===== src/rtl/nco_ctrl_pkg.sv =====
// +----------------------------------------------------------------------------+
// | nco_ctrl_pkg : shared types and defaults for the NCO tuning controller     |
// | Revision     : 1.0                                                         |
// +----------------------------------------------------------------------------+
`default_nettype none

package nco_ctrl_pkg;

  typedef enum logic [1:0] {
    IDLE   = 2'd0,
    RAMP   = 2'd1,
    SETTLE = 2'd2
  } state_t;

  localparam int c_APR_DEFAULT = 22;
  localparam int c_LAT_DEFAULT = 8;

endpackage

`default_nettype wire


===== src/rtl/nco_ramp_step.sv =====
// +----------------------------------------------------------------------------+
// | nco_ramp_step : next ramp increment from (current, target, step)           |
// | Revision      : 1.0                                                        |
// +----------------------------------------------------------------------------+
`default_nettype none

module nco_ramp_step
  import nco_ctrl_pkg::*;
#(
  parameter int APR = c_APR_DEFAULT
) (
  input  logic [APR-1:0] cur,
  input  logic [APR-1:0] tgt,
  input  logic [APR-1:0] step,
  output logic [APR-1:0] next_inc,
  output logic           last
);

  logic         w_up;
  logic [APR:0] w_diff;

  assign w_up   = (tgt > cur);
  // One extra bit keeps the magnitude exact across the full unsigned range.
  assign w_diff = w_up ? ({1'b0, tgt} - {1'b0, cur}) : ({1'b0, cur} - {1'b0, tgt});
  assign last   = (w_diff <= {1'b0, step});

  always_comb begin
    next_inc = tgt;
    if (!last) begin
      next_inc = w_up ? (cur + step) : (cur - step);
    end
  end

endmodule

`default_nettype wire


===== src/rtl/nco_tune_ctrl.sv =====
// +----------------------------------------------------------------------------+
// | nco_tune_ctrl : phase-increment tuning (jump / linear ramp) with settle    |
// | Revision      : 1.0                                                        |
// +----------------------------------------------------------------------------+
`default_nettype none

module nco_tune_ctrl
  import nco_ctrl_pkg::*;
#(
  parameter int             APR      = c_APR_DEFAULT,
  parameter int             LAT      = c_LAT_DEFAULT,
  parameter int             RAMP_DIV = 16,
  parameter logic [APR-1:0] INIT_INC = '0
) (
  input  logic           clk,
  input  logic           reset_n,
  input  logic           en,
  input  logic           hold,
  input  logic           cfg_valid,
  output logic           cfg_ready,
  input  logic [APR-1:0] cfg_inc,
  input  logic [APR-1:0] cfg_step,
  input  logic           nco_out_valid,
  output logic           nco_clken,
  output logic [APR-1:0] nco_phi_inc,
  output logic           busy,
  output logic           settled
);

  localparam int c_DIV_W = (RAMP_DIV > 1) ? $clog2(RAMP_DIV) : 1;
  localparam int c_CNT_W = $clog2(LAT + 2);
  localparam logic [c_DIV_W-1:0] c_DIV_LAST = c_DIV_W'(RAMP_DIV - 1);
  localparam logic [c_CNT_W-1:0] c_LAT_LOAD = c_CNT_W'(LAT);
  localparam logic [c_CNT_W-1:0] c_CNT_ONE  = c_CNT_W'(1);

  state_t             r_state;
  logic [APR-1:0]     r_phi_inc;
  logic [APR-1:0]     r_target;
  logic [APR-1:0]     r_step;
  logic [c_DIV_W-1:0] r_div;
  logic [c_CNT_W-1:0] r_cnt;
  logic               r_cfg_ready;
  logic               r_busy;
  logic               r_settled;

  logic               w_tick;
  logic               w_accept;
  logic               w_immediate;
  logic [APR-1:0]     w_next_inc;
  logic               w_last;

  assign w_tick      = en & ~hold;
  assign w_accept    = cfg_valid & r_cfg_ready;
  assign w_immediate = (cfg_step == '0) || (cfg_inc == r_phi_inc);

  nco_ramp_step #(
    .APR (APR)
  ) u_ramp_step (
    .cur      (r_phi_inc),
    .tgt      (r_target),
    .step     (r_step),
    .next_inc (w_next_inc),
    .last     (w_last)
  );

  always_ff @(posedge clk or negedge reset_n) begin
    if (!reset_n) begin
      r_state     <= IDLE;
      r_phi_inc   <= INIT_INC;
      r_target    <= '0;
      r_step      <= '0;
      r_div       <= '0;
      r_cnt       <= '0;
      r_cfg_ready <= 1'b1;
      r_busy      <= 1'b0;
      r_settled   <= 1'b0;
    end else begin
      r_settled <= (r_state == IDLE) & nco_out_valid;
      case (r_state)
        IDLE, SETTLE: begin
          if (w_accept) begin
            r_target <= cfg_inc;
            r_step   <= cfg_step;
            r_busy   <= 1'b1;
            if (w_immediate) begin
              r_phi_inc   <= cfg_inc;
              r_cnt       <= c_LAT_LOAD;
              r_state     <= SETTLE;
              r_cfg_ready <= 1'b1;
            end else begin
              r_div       <= '0;
              r_state     <= RAMP;
              r_cfg_ready <= 1'b0;
            end
          end else if ((r_state == SETTLE) && w_tick) begin
            // The tick that drains the last pipeline slot also retires the settle.
            if ((r_cnt <= c_CNT_ONE) && nco_out_valid) begin
              r_cnt   <= '0;
              r_state <= IDLE;
              r_busy  <= 1'b0;
            end else if (r_cnt != '0) begin
              r_cnt <= r_cnt - c_CNT_ONE;
            end
          end
        end
        RAMP: begin
          if (w_tick) begin
            if (r_div == c_DIV_LAST) begin
              r_div     <= '0;
              r_phi_inc <= w_next_inc;
              if (w_last) begin
                r_cnt       <= c_LAT_LOAD;
                r_state     <= SETTLE;
                r_cfg_ready <= 1'b1;
              end
            end else begin
              r_div <= r_div + 1'b1;
            end
          end
        end
        default: begin
          r_state     <= IDLE;
          r_cfg_ready <= 1'b1;
          r_busy      <= 1'b0;
        end
      endcase
    end
  end

  assign nco_clken   = w_tick;
  assign cfg_ready   = r_cfg_ready;
  assign nco_phi_inc = r_phi_inc;
  assign busy        = r_busy;
  assign settled     = r_settled;

endmodule

`default_nettype wire

===== config.mk =====
export PLATFORM = sky130hd
export DESIGN_NAME = nco_tune_ctrl
export DESIGN_NICKNAME = d
export VERILOG_FILES = /design/src/rtl/nco_ctrl_pkg.sv /design/src/rtl/nco_ramp_step.sv /design/src/rtl/nco_tune_ctrl.sv
export SDC_FILE = /design/constraint.sdc
export NUM_CORES = 1
export LEC_CHECK = 0
export CAP_MARGIN = 5
export CORE_ASPECT_RATIO = 1.2
export CORE_MARGIN = 2
export CORE_UTILIZATION = 54
export DETAILED_ROUTE_END_ITERATION = 7
export GPL_TIMING_DRIVEN = 0
export PLACE_DENSITY = 0.74
export SLEW_MARGIN = 20
export SYNTH_ARGS = -nofsm -noshare
export SYNTH_HDL_FRONTEND = slang
export SYNTH_HIERARCHICAL = 1
export SYNTH_SLANG_ARGS = --single-unit

===== constraint.sdc =====
create_clock -name clk -period 5.5 [get_ports clk]
set_input_delay 1.1 -clock clk [delete_from_list [all_inputs] [get_ports clk]]
set_output_delay 1.1 -clock clk [all_outputs]
set_load 0.005 [all_outputs]

# Word-level counts from Yosys, hierarchy flattened
# Index checks and enable logic that the tools add are counted.
# word_totals
ff_bits	79
input_bits	50
out_inout_bits	26
elab_cells	92
# op_classes
n_addsub	6
order_cmp	3
eq_ne	14
n_mux	40
bitwise	5
reduce_logical	15
# ops
operator	n
$mux 22	6
$mux 4	12
$sub 22x22->23	2
$pmux 22 s2	1
$le 23x22->1	1
$mux 23	1
$add 22x22->22	1
$eq 22x22->1	1
$gt 22x22->1	1
$logic_not 22->1	1
$sub 22x22->22	1
$pmux 4 s2	2
$mux 2	7
$ne 2x2->1 const B	5
$reduce_and 5->1	2
$ne 3x3->1 const B	3
$mux 1	8
$reduce_and 4->1	2
$reduce_and 7->1	1
$add 4x1->4 const B	1
$eq 4x4->1 const B	1
$le 4x1->1 const B	1
$ne 4x4->1 const B	1
$pmux 1 s2	2
other kinds (15)	19

# Depth between registers and ports, before layout
# Gate-level depths: netlist (run 1).
# logic_depth
ltp_word	7
mapped_depth	27
ltp_nobuf	25

# By module
# Netlist (run 1), hierarchy kept.
# by_module_without_submodules
module	n_inst	cells_per_inst	area_each_um2	seq_area_each_um2
nco_ramp_step	1	705	4949.7	0.0
nco_tune_ctrl	1	427	3901.2	1978.1

# Least setup slack after synthesis (run 1)
# OpenSTA, ideal clock, no wires.
# synth_timing
path_kind	register to register
from	register r_phi_inc[12] (netlist: nco_phi_inc[12])
to	register r_cnt[0]
setup_time_ns	0.125
arrival_time_ns	5.242
required_ns	5.375
slack_ns	0.133
stages_incl_launch_ff	26
n_path_buf	2
synth_period_minus_slack_ns	5.367
cell_sequence	dfrtp_1 inv_1 ha_1 buf_4 nand4_4 or4_1 or3_1 buf_4 inv_1 a21oi_2 mux2i_1 o211ai_1 xnor2_1 ha_1 nand4_1 nor2_1 o21a_1 o31ai_1 and3_1 o211ai_4 inv_4 nand4_1 o22ai_1 and3_1 a21oi_1 mux2_2
# synth_between
elab_chain_len	5
elab_cells_between_ends	10
classes_between	add/sub (2); order compare (2); eq/ne (3); mux (1); reduce/logical (2)
# synth_lines
element	line	rtl
from (decl)	nco_tune_ctrl.sv:37	logic [APR-1:0] r_phi_inc;
from (signal assigned)	nco_tune_ctrl.sv:86	r_phi_inc <= cfg_inc;
from (signal assigned)	nco_tune_ctrl.sv:110	r_phi_inc <= w_next_inc;
$sub 22x22->23 / $gt 22x22->1 (equally long branches)	nco_ramp_step.sv:24, nco_ramp_step.sv:22	
$mux 23 *	nco_ramp_step.sv:24	assign w_diff = w_up ? ({1'b0, tgt} - {1'b0, cur}) : ({1'b0, cur} - {1'b0, tgt});
$le 23x22->1 *	nco_ramp_step.sv:25	assign last = (w_diff <= {1'b0, step});
named net w_last	nco_tune_ctrl.sv:50	logic w_last;
$ne 2x1->1 (no line) *	n/a	
$reduce_and 7->1 (no line) *	n/a	
to (signal assigned)	nco_tune_ctrl.sv:87	r_cnt <= c_LAT_LOAD;
to (signal assigned)	nco_tune_ctrl.sv:102	r_cnt <= r_cnt - c_CNT_ONE;
to (signal assigned)	nco_tune_ctrl.sv:112	r_cnt <= c_LAT_LOAD;
to (decl)	nco_tune_ctrl.sv:41	logic [c_CNT_W-1:0] r_cnt;
# The timed path passes the listed nets; every way through them passes the cells marked *.
# A chain may end at the register's enable or synchronous reset.

# Worst setup path after layout (run 1)
# layout_timing
from	register r_target[8]
to	register r_phi_inc[16] (netlist: nco_phi_inc[16])
# layout_between
elab_chain_len	7
elab_cells_between_ends	10
classes_between	add/sub (2); order compare (2); mux (6)
# layout_lines
element	line	rtl
from (decl)	nco_tune_ctrl.sv:38	logic [APR-1:0] r_target;
from (signal assigned)	nco_tune_ctrl.sv:82	r_target <= cfg_inc;
$sub 22x22->23 / $gt 22x22->1 (equally long branches)	nco_ramp_step.sv:24, nco_ramp_step.sv:22	
$mux 23	nco_ramp_step.sv:24	
$le 23x22->1	nco_ramp_step.sv:25	
$mux 22 *	nco_ramp_step.sv:29	if (!last) begin
named net w_next_inc[16]	nco_tune_ctrl.sv:49	logic [APR-1:0] w_next_inc;
$mux 22 *	nco_tune_ctrl.sv:108	if (r_div == c_DIV_LAST) begin
$mux 22 *	nco_tune_ctrl.sv:107	if (w_tick) begin
$pmux 22 s2 *	nco_tune_ctrl.sv:79	case (r_state)
# The timed path passes the listed nets; every way through them passes the cells marked *. The select of a mux whose other input is x is not followed.

==> results of run 1 <==
[power breakdown]
| group | internal [µW] | total [µW] | switching, µW |
|---|---|---|---|
| Combinational | 85.2 | 162 | 77.0 |
| Clock | 364 | 618 | 254 |
| Sequential | 598 | 620 | 22.1 |
[worst paths after layout]
kind / cells past startpoint / start / slack (ns) / endpoint
worst max-delay path: 25 / r_target[8] / -0.04 / nco_phi_inc[16]
worst min-delay path: 2 / r_step[10] / 0.48 / r_step[10]
worst max register to register: 25 / r_target[8] / -0.04 / nco_phi_inc[16]
worst min register to register: 2 / r_step[10] / 0.48 / r_step[10]
max in group asynchronous: 2 / reset_n / 4.18 / cfg_ready
min in group asynchronous: 1 / reset_n / 0.67 / r_target[0]
[critical path: stages, from the launching register on]
cell	delay [ns]
dfrtp_1	0.43
ha_4	0.29
buf_6	0.11
nand4_1	0.12
buf_4	0.16
a2111o_1	0.42
a21oi_4	0.26
o31a_1	0.33
o21ai_4	0.14
buf_6	0.17
buf_8	0.14
a211oi_4	0.25
nor2_2	0.07
xnor2_2	0.16
ha_1	0.33
nand4_1	0.10
nor2_2	0.20
o21a_1	0.18
o31ai_2	0.09
and3_4	0.20
o211ai_4	0.25
buf_4	0.28
mux2_2	0.35
nand2_1	0.06
nand2_1	0.06
mux2_4	0.25
[state kept, by name, indices dropped and copies added, names as in the netlist]
signal       count
r_target        22
r_cnt            4
r_div            4
nco_phi_inc     22
settled          1
cfg_ready        1
busy             1
r_step          22
r_state          2
[routing by layer]
metal  vias to the layer above  track usage (%)
li1                       4297                -
met1                      4358             44.8
met2                       451             56.2
met3                       100             3.55
met4                         0             16.6
met5                         -                0
[layout make-up]
cell class / instances / area (µm²) / area share [%]
buffer: 45 / 359 / 3.22
clock buffer: 11 / 243 / 2.18
clock inverter: 5 / 58.8 / 0.527
inverter: 96 / 363 / 3.25
multi-input combinational: 912 / 6600 / 59.2
sequential: 79 / 2000 / 18.0
tap: 212 / 265 / 2.38
timing repair buffer: 140 / 1260 / 11.3
[logic make-up (layout without fill, tap and decap cells)]
family | after synthesis | after routing
AND/OR/NAND/NOR | 412 | 412
AO/OA/AOI/OAI | 284 | 284
buffers and inverters | 141 | 297
adder cells (fa/ha/maj) | 94 | 94
flip-flops | 79 | 79
XOR/XNOR | 70 | 70
multiplexers | 52 | 52
[stage by stage]
stage | power, µW | setup WS (ns) | setup TNS, ns | hold slack (ns) | cells
6_report | 1400 | -0.0404 | -0.305 | 0.478 | 1500
5_1_grt | 1450 | -0.122 | -1.62 | 0.500 | 1500
4_1_cts | 1390 | 0.0121 | 0 | 0.479 | 1457
3_5_place_dp | 781 | -1.67 | -32.96 | 0.465 | 1420
3_3_place_gp | 775 | -1.71 | -33.91 | 0.462 | 1419
2_1_floorplan | 698 | 0.133 | 0 | 0.446 | 1132
[cells in the mapped netlist, types with 8 or more instances]
library cell,number,share of area [%]
nand2_1,248,11
nor2_1,44,1.9
ha_1,91,13
mux2_4,20,3.4
clkbuf_1,19,0.81
o211ai_1,11,0.93
nand4_1,21,1.5
o2111ai_1,8,0.79
xor2_1,35,3.5
o21a_1,10,0.85
o31ai_1,10,0.85
a211oi_1,13,1.1
o21bai_1,8,0.68
a21oi_1,79,4.5
nand3_1,19,1.1
xnor2_1,35,3.5
a31oi_1,9,0.64
o21ai_0,43,2.4
or3_1,9,0.64
buf_2,9,0.51
mux2_2,9,1.1
mux2i_1,22,2.5
nor3_1,9,0.51
a21o_1,35,3.0
nand2b_1,9,0.64
dfrtp_1,78,22
inv_1,95,4.0
nor4_1,16,1.1
[timing repair]
action / in CTS / in global routing
pin swaps: 8 / 29
gates cloned: 1 / 1
endpoints found under the setup margin: 29 / 28
buffers inserted: 20 / 42
gates resized for setup: 58 / 68
==> results.sh, run 1 <==
export IMPL_max_cap_violations=0
export IMPL_syn_nets=1276
export IMPL_yosys_area_share_xor_xnor_pct=6.93
export IMPL_final_cell_mix="246 x nand2_1, 94 x inv_1, 84 x ha_1, 74 x clkdlybuf4s50_1, 71 x a21oi_1"
export IMPL_place_congestion=0.976
export IMPL_diodes=0
export IMPL_synth_adder_area_share_pct=13.5
export IMPL_hold_viol=0
export IMPL_wirelength_um=30400
export IMPL_die_y_um=144
export IMPL_cp_arrival_ns=5.77
export IMPL_async_flop_share_pct=100
export IMPL_drc=0
export IMPL_grt_pass1_vias=8563
export IMPL_cts_hold_buf=0
export IMPL_io_pins=76
export IMPL_grt_max_degree=54
export IMPL_grt_overflow_total=0
export IMPL_synth_top_family_by_area="compound AO/OA/AOI/OAI gates"
export IMPL_final_cell_area_um2=11200
export IMPL_grt_pass1_wl_um=45700
export IMPL_synth_compound_area_share_pct=21.9
export IMPL_finish_utilization_pct=69.1
export IMPL_cts_sinks=79
export IMPL_die_w_um=121
export IMPL_portBuffers=75
export IMPL_cts_buffers=9
export IMPL_dr_wl_met3_um=2080
export IMPL_coreArea_um2=16100
export IMPL_postRouteAntennaNets=0
export IMPL_worst_slew_pin_slew_ns=0.882
export IMPL_syn_avg_cell_area_um2=7.82
export IMPL_p_leak_uw=0.00538
export IMPL_synthMuxAreaShare_pct=7.18
export IMPL_grt_usage_pct=34.1
export IMPL_clkTransAtPathRegs_ns=0.06
export IMPL_yosysSeqAreaShare_pct=22.3
export IMPL_power_density_nw_per_um2=126
export IMPL_violations="negative setup slack"
export IMPL_drive_gt1_share_pct=17.1
export IMPL_cts_max_level=3
export IMPL_synth_simple_gate_area_share_pct=21.0
export IMPL_synth_ff_type="dfrtp_1"
export IMPL_dpl_cell_area_um2=9890
export IMPL_m1WireLength_um=12800
export IMPL_top_layer="met4"
export IMPL_rsz0062_at_grt="yes"
export IMPL_vdd_drop_max_mv=0.180
export IMPL_vias=9206
export IMPL_clockBufferDepth=2
export IMPL_dieArea_um2=17400
export IMPL_nNetsFinal=1427
export IMPL_ys_ff_latch=79
export IMPL_period_share_pct=101
export IMPL_startpoint_type="flip-flop"
export IMPL_drtIter0Drc=891
export IMPL_fmax_mhz=180
export IMPL_fin_skew_ns=0.00968
export IMPL_via_per_inst=6.14
export IMPL_initial_core_util_pct=54.8
export IMPL_netlist_instances=1132
export IMPL_dp_hpwl_um=23000
export IMPL_clockRootBuffer="clkbuf_16"
export IMPL_status="finished, violations left"
export IMPL_yosysWarnings=6
export IMPL_layout_commonest_cell="nand2_1"
export IMPL_hold_path_class="flip-flop to flip-flop"
export IMPL_cp_data_required_time_ns=5.73
export IMPL_synth_edf_count=0
export IMPL_cp_end_kind="flip-flop"
export IMPL_wl_met2_um=14000
export IMPL_syn2layout_area_growth_pct=26.1
export IMPL_ys_types=77
export IMPL_setup_violations=13
export IMPL_n_fill_cell=1364
export IMPL_grt_antenna_before_repair=0
export IMPL_fin_ws_ns=-0.0404
export IMPL_slew_headroom_pct=40.6
export IMPL_crit_fanout=10
export IMPL_core_rowCount=51
export IMPL_drt_first_pass_iters=6
export IMPL_drv_slew=0
export IMPL_path_class="flip-flop to flip-flop"
export IMPL_clkLatencyLatePin_ns=0.35
export IMPL_tritoncts="done"
export IMPL_final_min_clock_period_ns=5.54
export IMPL_routedWlPerCell_um=20.3
export IMPL_synth_area_um2=8850
Power figures use the tool's default switching activity.
==> run 2, diff against run 1 <==
--- a/config.mk
+++ b/config.mk
@@ -5,7 +5,6 @@
 export SDC_FILE = /design/constraint.sdc
 export NUM_CORES = 1
 export LEC_CHECK = 0
-export CAP_MARGIN = 5
 export CORE_ASPECT_RATIO = 1.2
 export CORE_MARGIN = 2
 export CORE_UTILIZATION = 54
==> results of run 2 <==
No change in the layout: final DEF, timing and power equal those of run 1.
==> run 3, diff against run 2 <==
--- a/config.mk
+++ b/config.mk
@@ -5,6 +5,7 @@
 export SDC_FILE = /design/constraint.sdc
 export NUM_CORES = 1
 export LEC_CHECK = 0
+export ABC_AREA = 0
 export CORE_ASPECT_RATIO = 1.2
 export CORE_MARGIN = 2
 export CORE_UTILIZATION = 54
==> results of run 3 <==
No change in the layout: final DEF, timing and power equal those of run 1.
